===== config.mk =====
export PLATFORM = sky130hd
export DESIGN_NAME = hidden_layer_seq
export DESIGN_NICKNAME = d
export VERILOG_FILES = /design/src/rtl/hidden_layer_seq_pkg.sv /design/src/rtl/hidden_layer_seq_hard_sigmoid.sv /design/src/rtl/hidden_layer_seq.sv
export SDC_FILE = /design/constraint.sdc
export NUM_CORES = 1
export LEC_CHECK = 0
export CAP_MARGIN = 0
export CORE_MARGIN = 1
export CORE_UTILIZATION = 34
export CTS_BUF_LIST = sky130_fd_sc_hd__clkbuf_8
export DETAILED_ROUTE_END_ITERATION = 10
export GPL_TIMING_DRIVEN = 0
export REMOVE_ABC_BUFFERS = 1
export SLEW_MARGIN = 20
export SYNTH_ARGS = -nofsm -noshare
export SYNTH_HDL_FRONTEND = slang
export SYNTH_SLANG_ARGS = --single-unit

===== constraint.sdc =====
create_clock -name clk -period 18.3 [get_ports clk]
set_input_delay 3.66 -clock clk [delete_from_list [all_inputs] [get_ports clk]]
set_output_delay 3.66 -clock clk [all_outputs]
set_load 0.02 [all_outputs]

===== src/rtl/hidden_layer_seq_pkg.sv =====
// Shared configuration for the RBM hidden-layer stage: FSM states, port and
// accumulator width helpers.
package hidden_layer_seq_pkg;

  typedef enum logic [2:0] {IDLE, LOAD, MAC, ACT, DONE} state_e;

  function automatic int port_1d(input int n, input int bl);
    return n * bl;
  endfunction

  function automatic int port_2d(input int n, input int m, input int bl);
    return n * m * bl;
  endfunction

  // Two full products summed in_dim times plus a sign bit cannot overflow.
  function automatic int acc_width(input int bl, input int n);
    return 2 * bl + $clog2(n) + 1;
  endfunction

  function automatic int idx_width(input int n);
    return (n > 1) ? $clog2(n) : 1;
  endfunction

endpackage


===== src/rtl/hidden_layer_seq_hard_sigmoid.sv =====
// Hard sigmoid: floor-scale the accumulator, slope 1/4, offset 0.5, clamp to [0, 1.0].
module hard_sigmoid #(
  parameter int acc_w           = 28,
  parameter int input_bitlength = 12,
  parameter int frac_bits       = 8
) (
  input  logic signed [acc_w-1:0]           acc,
  output logic        [input_bitlength-1:0] h
);

  localparam logic signed [acc_w-1:0] ONE  = acc_w'(2 ** frac_bits);
  localparam logic signed [acc_w-1:0] HALF = acc_w'(2 ** (frac_bits - 1));

  logic signed [acc_w-1:0] z, y;

  always_comb begin
    z = acc >>> frac_bits;
    y = (z >>> 2) + HALF;
    if (y[acc_w-1])  h = '0;
    else if (y > ONE) h = input_bitlength'(ONE);
    else              h = input_bitlength'(y);
  end

endmodule


===== src/rtl/hidden_layer_seq.sv =====
// Sequential RBM hidden layer: one MAC per clock, H[j] = hsig(b[j] + sum_i V[i]*W[i][j]).
// HiddenV is double-buffered so the downstream classifier only sees complete vectors.
module hidden_layer_seq
  import hidden_layer_seq_pkg::*;
#(
  parameter int input_bitlength = 12,
  parameter int frac_bits       = 8,
  parameter int in_dim          = 5,
  parameter int out_dim         = 5
) (
  input  logic                                                clk,
  input  logic                                                rst,
  input  logic                                                start,
  input  logic [port_1d(in_dim, input_bitlength)-1:0]         VisibleV,
  input  logic [port_2d(in_dim, out_dim, input_bitlength)-1:0] H_WeightI,
  input  logic [port_1d(out_dim, input_bitlength)-1:0]        H_BiasI,
  output logic [port_1d(out_dim, input_bitlength)-1:0]        HiddenV,
  output logic                                                busy,
  output logic                                                done
);

  localparam int BL = input_bitlength;
  localparam int AW = acc_width(BL, in_dim);
  localparam int IW = idx_width(in_dim);
  localparam int JW = idx_width(out_dim);

  state_e state, state_nxt;
  logic [IW-1:0] i;
  logic [JW-1:0] j;
  logic signed [AW-1:0] acc;
  logic [in_dim*BL-1:0]  v_reg;
  logic [out_dim*BL-1:0] shadow, shadow_nxt;
  logic signed [BL-1:0]   v_el, w_el, b_el;
  logic signed [2*BL-1:0] prod;
  logic [BL-1:0] h;
  logic last_i, last_j;
  int ii, jj;

  hard_sigmoid #(.acc_w(AW), .input_bitlength(BL), .frac_bits(frac_bits)) u_hsig (
    .acc (acc),
    .h   (h)
  );

  always_comb begin
    ii         = int'(i);
    jj         = int'(j);
    v_el       = v_reg[ii*BL +: BL];
    w_el       = H_WeightI[(ii*out_dim + jj)*BL +: BL];
    b_el       = H_BiasI[jj*BL +: BL];
    prod       = v_el * w_el;
    shadow_nxt = shadow;
    shadow_nxt[jj*BL +: BL] = h;
    last_i     = (i == IW'(in_dim - 1));
    last_j     = (j == JW'(out_dim - 1));
  end

  always_comb begin
    state_nxt = state;
    unique case (state)
      IDLE:    if (start) state_nxt = LOAD;
      LOAD:    state_nxt = MAC;
      MAC:     if (last_i) state_nxt = ACT;
      ACT:     state_nxt = last_j ? DONE : LOAD;
      DONE:    state_nxt = IDLE;
      default: state_nxt = IDLE;
    endcase
  end

  assign busy = (state != IDLE);
  assign done = (state == DONE);

  always_ff @(posedge clk) begin
    if (rst) begin
      state   <= IDLE;
      i       <= '0;
      j       <= '0;
      acc     <= '0;
      shadow  <= '0;
      HiddenV <= '0;
    end else begin
      state <= state_nxt;
      unique case (state)
        IDLE: if (start) begin
          v_reg <= VisibleV;
          j     <= '0;
        end
        LOAD: begin
          acc <= AW'(b_el) <<< frac_bits;
          i   <= '0;
        end
        MAC: begin
          acc <= acc + AW'(prod);
          i   <= i + IW'(1);
        end
        ACT: begin
          shadow <= shadow_nxt;
          // Publish on entry to DONE so done and the new vector appear together.
          if (last_j) HiddenV <= shadow_nxt;
          else        j       <= j + JW'(1);
        end
        default: ;
      endcase
    end
  end

endmodule


==> impl_metrics.ini, run 1 <==
[drt]
vias_per_cell = 5.266
route.vias.total = 16790
drc = 0
wl_per_cell_um = 21.44
wirelength_um = 68350
ant_nets = 0
drtIter0Drc = 1062
drtPass1Iterations = 7

[global_routing]
grt_usage = 0.2388
grt_max_degree = 80
grt_overflow_total = 0
antenna_found_initial = 7
grt_pass1_wl_um = 104500
grt_pass1_vias = 17480

[setup_path]
crit_arrival_ns = 11.89
cp-startpoint = H_WeightI[272]
cpPeakStageDelay_ns = 0.72
crit_path_end = acc[26]
cp_num_cells = 25
crit_family = adder cells
cp-end-kind = register
r2r-start = i[2]
critical_path_class = in2reg
crit_slowest_cell = a211oi_1
path_buf_inv = 4
r2r_cells = 27
worstPathMaxFanout = 8
r2r-end = acc[26]
reg2reg_slack_ns = 7.41
cp-start-kind = primary input
critPathRequiredTime_ns = 18.77
crit_path_frequent_cell = fa_1

[final_layout]
layout-drive-gt1-share = 0.09158
final_common_cell = clkdlybuf4s50_1
layout_common_cells = clkdlybuf4s50_1 (483), nor2_1 (267), inv_1 (216)
final_area_sq_um = 25970
nFillCells = 5453
final_util = 0.4605
stdcell_count = 3188
num-nets-final = 3097
syn2layout_area_growth_pct = 33.70

[synthesis]
synth-simple-area-share = 0.1455
synth_async_sr_flop_share = 0
ys.flop_type = dfxtp_1
ys_ff_latch = 217
synth_fa_ha_area_frac = 0.2488
syn_inst = 1972
ys_warn_count = 0
synth_top_family_by_area = adder cells
synth_compound_area_frac = 0.1093
syn_avg_cell_area_sq_um = 9.850
synth_area_sq_um = 19420
synthXorXnorAreaFrac = 0.01668
synthMuxAreaShare = 0.1603
synth_edf_count = 60
ys_seq_area_frac = 0.2546
yosys.cell_types.count = 75

[floorplanning]
start_util = 0.3445
dieArea_sq_um = 58090
core_sq_um = 56390
rows = 87
die_h_um = 241.0
io_pins = 485
dieWidth_um = 241.0

[hold_path]
min_path_type = reg2reg

[timing]
post-route-period-util = 0.6244
period_minus_slack_ns = 11.43
max_freq_mhz = 87.52
fin_worst_skew_ns = 0.06271
rsz0062_at_grt = no
fin_tns_setup_ns = 0
setup_viol_count_final = 0
hold_violations = 0
maxSlewHeadroom = 0.2801
max_slew.worst_pin.slew_ns = 1.072
maxSlewViolCount = 0

[placement]
hpwl_um = 56430
port_buffers = 484
placedCellCount = 3113
placed_area_sq_um = 25140
gp_congestion = 0.9280

[run]
max_cap_violations = 0

[clock_network]
cts_made_buffers = 38
clkTransAtPathRegs_ns = 0.06
cts_hold_buf = 0
cts_tree = built
clock-root-buffer = clkbuf_8
post_cts_resized = 0
htreeDepth = 2
clock-sinks = 217
clock_latency_ns = 0.61
cts_buffer_depth = 3
postCtsSetupBuffers = 0

[status]
outcome = finished clean
==> routing by layer <==
metal | routed length (um) | global-route usage
met2 | 33060 | 0.4020
met3 | 3842 | 0.03500
met1 | 30280 | 0.3236
met4 | 1132 | 0.05236
met5 | 25 | 0
==> logic make-up (layout without fill, tap and decap cells) <==
family | after synthesis | count (layout)
mux | 184 | 184
other cells | 0 | 8
buf+inv | 320 | 772
fa+ha+maj | 277 | 277
flops | 217 | 217
xor+xnor | 37 | 37
simple gates | 626 | 626
compound gates | 311 | 311
==> worst register-to-register path, stage by stage, from the launching register on <==
cell	delay, ns
dfxtp_1	0.90
ha_1	0.39
ha_1	0.33
fa_2	0.41
xor2_4	0.46
buf_16	0.24
nor4b_4	0.77
a211oi_1	0.39
nor3_1	0.90
nand2_1	0.19
fa_1	0.54
fa_1	0.49
inv_1	0.05
fa_1	0.51
fa_1	0.52
fa_1	0.54
inv_1	0.05
fa_1	0.53
inv_1	0.04
ha_1	0.35
a21o_1	0.20
or4b_1	0.49
a221o_1	0.45
a211oi_2	0.24
o21bai_1	0.15
o31ai_2	0.22
xor2_1	0.12
a221oi_1	0.28
==> worst min-delay path by stage <==
stage	slack, ns	to	depth (start not counted)	startpoint
3_5_place_dp	0.45	HiddenV[24]	2	HiddenV[24]
4_1_cts	0.46	HiddenV[14]	2	shadow[14]
3_3_place_gp	0.45	HiddenV[16]	2	HiddenV[16]
6_report	0.46	HiddenV[14]	2	shadow[14]
2_1_floorplan	0.44	shadow[31]	2	shadow[31]
5_1_grt	0.49	HiddenV[20]	2	HiddenV[20]
==> final cells by class <==
type | count | area [sq um] | area share
timing repair buffer | 500 | 5167 | 0.1990
antenna | 8 | 20.02 | 0.0007709
tap | 756 | 945.9 | 0.03642
clock inverter | 22 | 177.7 | 0.006842
sequential | 217 | 4950 | 0.1906
multi-input combinational | 1435 | 13320 | 0.5129
clock buffer | 45 | 619.3 | 0.02385
inverter | 205 | 769.5 | 0.02963
==> synthesized netlist by cell type (13+ instances only) <==
library cell | n | area share
nor2_1 | 270 | 0.052
inv_1 | 204 | 0.039
fa_1 | 182 | 0.19
dfxtp_1 | 157 | 0.16
nand2_1 | 149 | 0.029
mux4_2 | 97 | 0.11
ha_1 | 95 | 0.061
clkbuf_1 | 81 | 0.016
mux2i_1 | 76 | 0.039
a21oi_1 | 74 | 0.019
edfxtp_1 | 60 | 0.093
a211oi_1 | 52 | 0.020
nor3_1 | 52 | 0.013
nand3_1 | 47 | 0.012
o21ai_0 | 42 | 0.011
nor4_1 | 20 | 0.0064
xnor2_1 | 20 | 0.0090
buf_2 | 18 | 0.0046
a311oi_1 | 17 | 0.0077
xor2_1 | 17 | 0.0077
nand2b_1 | 16 | 0.0052
a22oi_1 | 15 | 0.0058
a31oi_1 | 15 | 0.0048
a221oi_1 | 14 | 0.0063
nor2b_1 | 13 | 0.0042
==> metrics by stage <==
step                      hold slack, ns  setup WS (ns)
after floorplan                   0.4438          7.103
after global placement            0.4545          3.382
after detailed placement          0.4540          6.323
after CTS                         0.4589          6.899
after global routing              0.4858          6.499
final                             0.4613          6.874
Power of run 1 is not shown: default switching activity piles up to over one toggle a cycle in this logic, so the estimate is an artifact.
==> run 2: changes to the inputs <==
- clock period: 18.3 -> 11.1 ns (I/O delays scaled with it)
==> impl_metrics.ini, run 2 (same netlist as run 1, synthesis figures left out) <==
[status]
outcome = finished clean

[timing]
max_freq_mhz = 94.27
post-route-period-util = 0.9557
setup_ws_ns = 0.4917
rsz0062_at_grt = no
timing.hold.ws_ns = 0.4593
fin_worst_skew_ns = 0.06380
period_minus_slack_ns = 10.61
fin_tns_setup_ns = 0
hold_violations = 0
maxSlewHeadroom = 0.2906
max_slew.worst_pin.slew_ns = 1.058
setup_viol_count_final = 0
maxSlewViolCount = 0

[setup_path]
path_buf_inv = 4
cp-start-kind = register
cp_num_cells = 27
crit_slowest_cell = dfxtp_1
critPathRequiredTime_ns = 11.57
cpPeakStageDelay_ns = 0.90
worstPathMaxFanout = 20
crit_arrival_ns = 11.07
cp-end-kind = register
crit_path_frequent_cell = fa_1
reg2reg_slack_ns = 0.49
crit_family = adder cells
critical_path_class = reg2reg
r2r_cells = 27

[final_layout]
final-seq-area_sq_um = 4950
stdcell_count = 3187
syn2layout_area_growth_pct = 33.74
num-nets-final = 3097
multiInputGateArea_sq_um = 13330
nFillCells = 5452
layout_common_cells = clkdlybuf4s50_1 (483), nor2_1 (267), inv_1 (216)
final_common_cell = clkdlybuf4s50_1
layout-drive-gt1-share = 0.09241

[clock_network]
clock-root-buffer = clkbuf_8
clock_latency_ns = 0.61
postCtsSetupBuffers = 0
htreeDepth = 2
cts_tree = built
clkTransAtPathRegs_ns = 0.08
cts_made_buffers = 38
clock-sinks = 217
cts_buffer_depth = 3

[drt]
drtIter0Drc = 1059
drtPass1Iterations = 7
wirelength_um = 68390
vias_per_cell = 5.267
ant_nets = 0
wl_per_cell_um = 21.46
route.vias.total = 16790
drc = 0

[floorplanning]
dieArea_sq_um = 58090
io_pins = 485
die_h_um = 241.0
rows = 87
start_util = 0.3445
core_sq_um = 56390
dieWidth_um = 241.0

[run]
max_cap_violations = 0

[global_routing]
grt_max_degree = 80
grt_overflow_total = 0
grt_usage = 0.2388
antenna_found_initial = 7
grt_pass1_wl_um = 104500
grt_pass1_vias = 17480

[hold_path]
min_path_type = reg2reg
min_path_cells = 2

[placement]
pre_cts_ws_ns = 0.2796
hpwl_um = 56430
gp_congestion = 0.9280
placedCellCount = 3113
port_buffers = 484
## run 2: worst min-delay path: cells and delay by family (launching register included)
kind / cells / cell delay [ns]
flip-flops: 1 / 0.31
AO/OA/AOI/OAI: 1 / 0.08
AND/OR/NAND/NOR: 1 / 0.05
## run 2: final timing paths
check	to	startpoint
max	acc[26]	i[2]
min	HiddenV[14]	shadow[14]
max reg2reg	acc[26]	i[2]
min reg2reg	HiddenV[14]	shadow[14]
## run 2: through the flow
stage / cell area, sq um / util
global route: 25960 / 0.4605
global placement: 24720 / 0.4384
floorplan: 18930 / -
CTS: 25940 / 0.4601
detailed placement: 25140 / 0.4459
finish: 25980 / 0.4607
## run 2: metal layers
layer / up-vias / routed length (um) / track usage
li1: 7797 / - / -
met1: 8379 / 30130 / 0.3236
met2: 538 / 33090 / 0.4020
met3: 68 / 4030 / 0.03500
met4: 4 / 1109 / 0.05236
met5: - / 25 / 0
## run 2: repair_timing
item	in CTS	in global routing
resized for setup	0	2
hold buffers	0	0
endpoints found under the hold margin	0	0
setup endpoints to repair	0	3
## run 2: layout make-up
| cell class | instances | area share |
|---|---|---|
| flip-flops and latches | 217 | 0.1905 |
| repair buffers | 500 | 0.1989 |
| well taps | 756 | 0.03641 |
| clock buffers | 45 | 0.02384 |
| diodes | 7 | 0.0006743 |
| clock inverters | 22 | 0.006840 |
| multi-input cells | 1435 | 0.5131 |
| inverters | 205 | 0.02962 |
Power of run 2 is left out for the same reason.
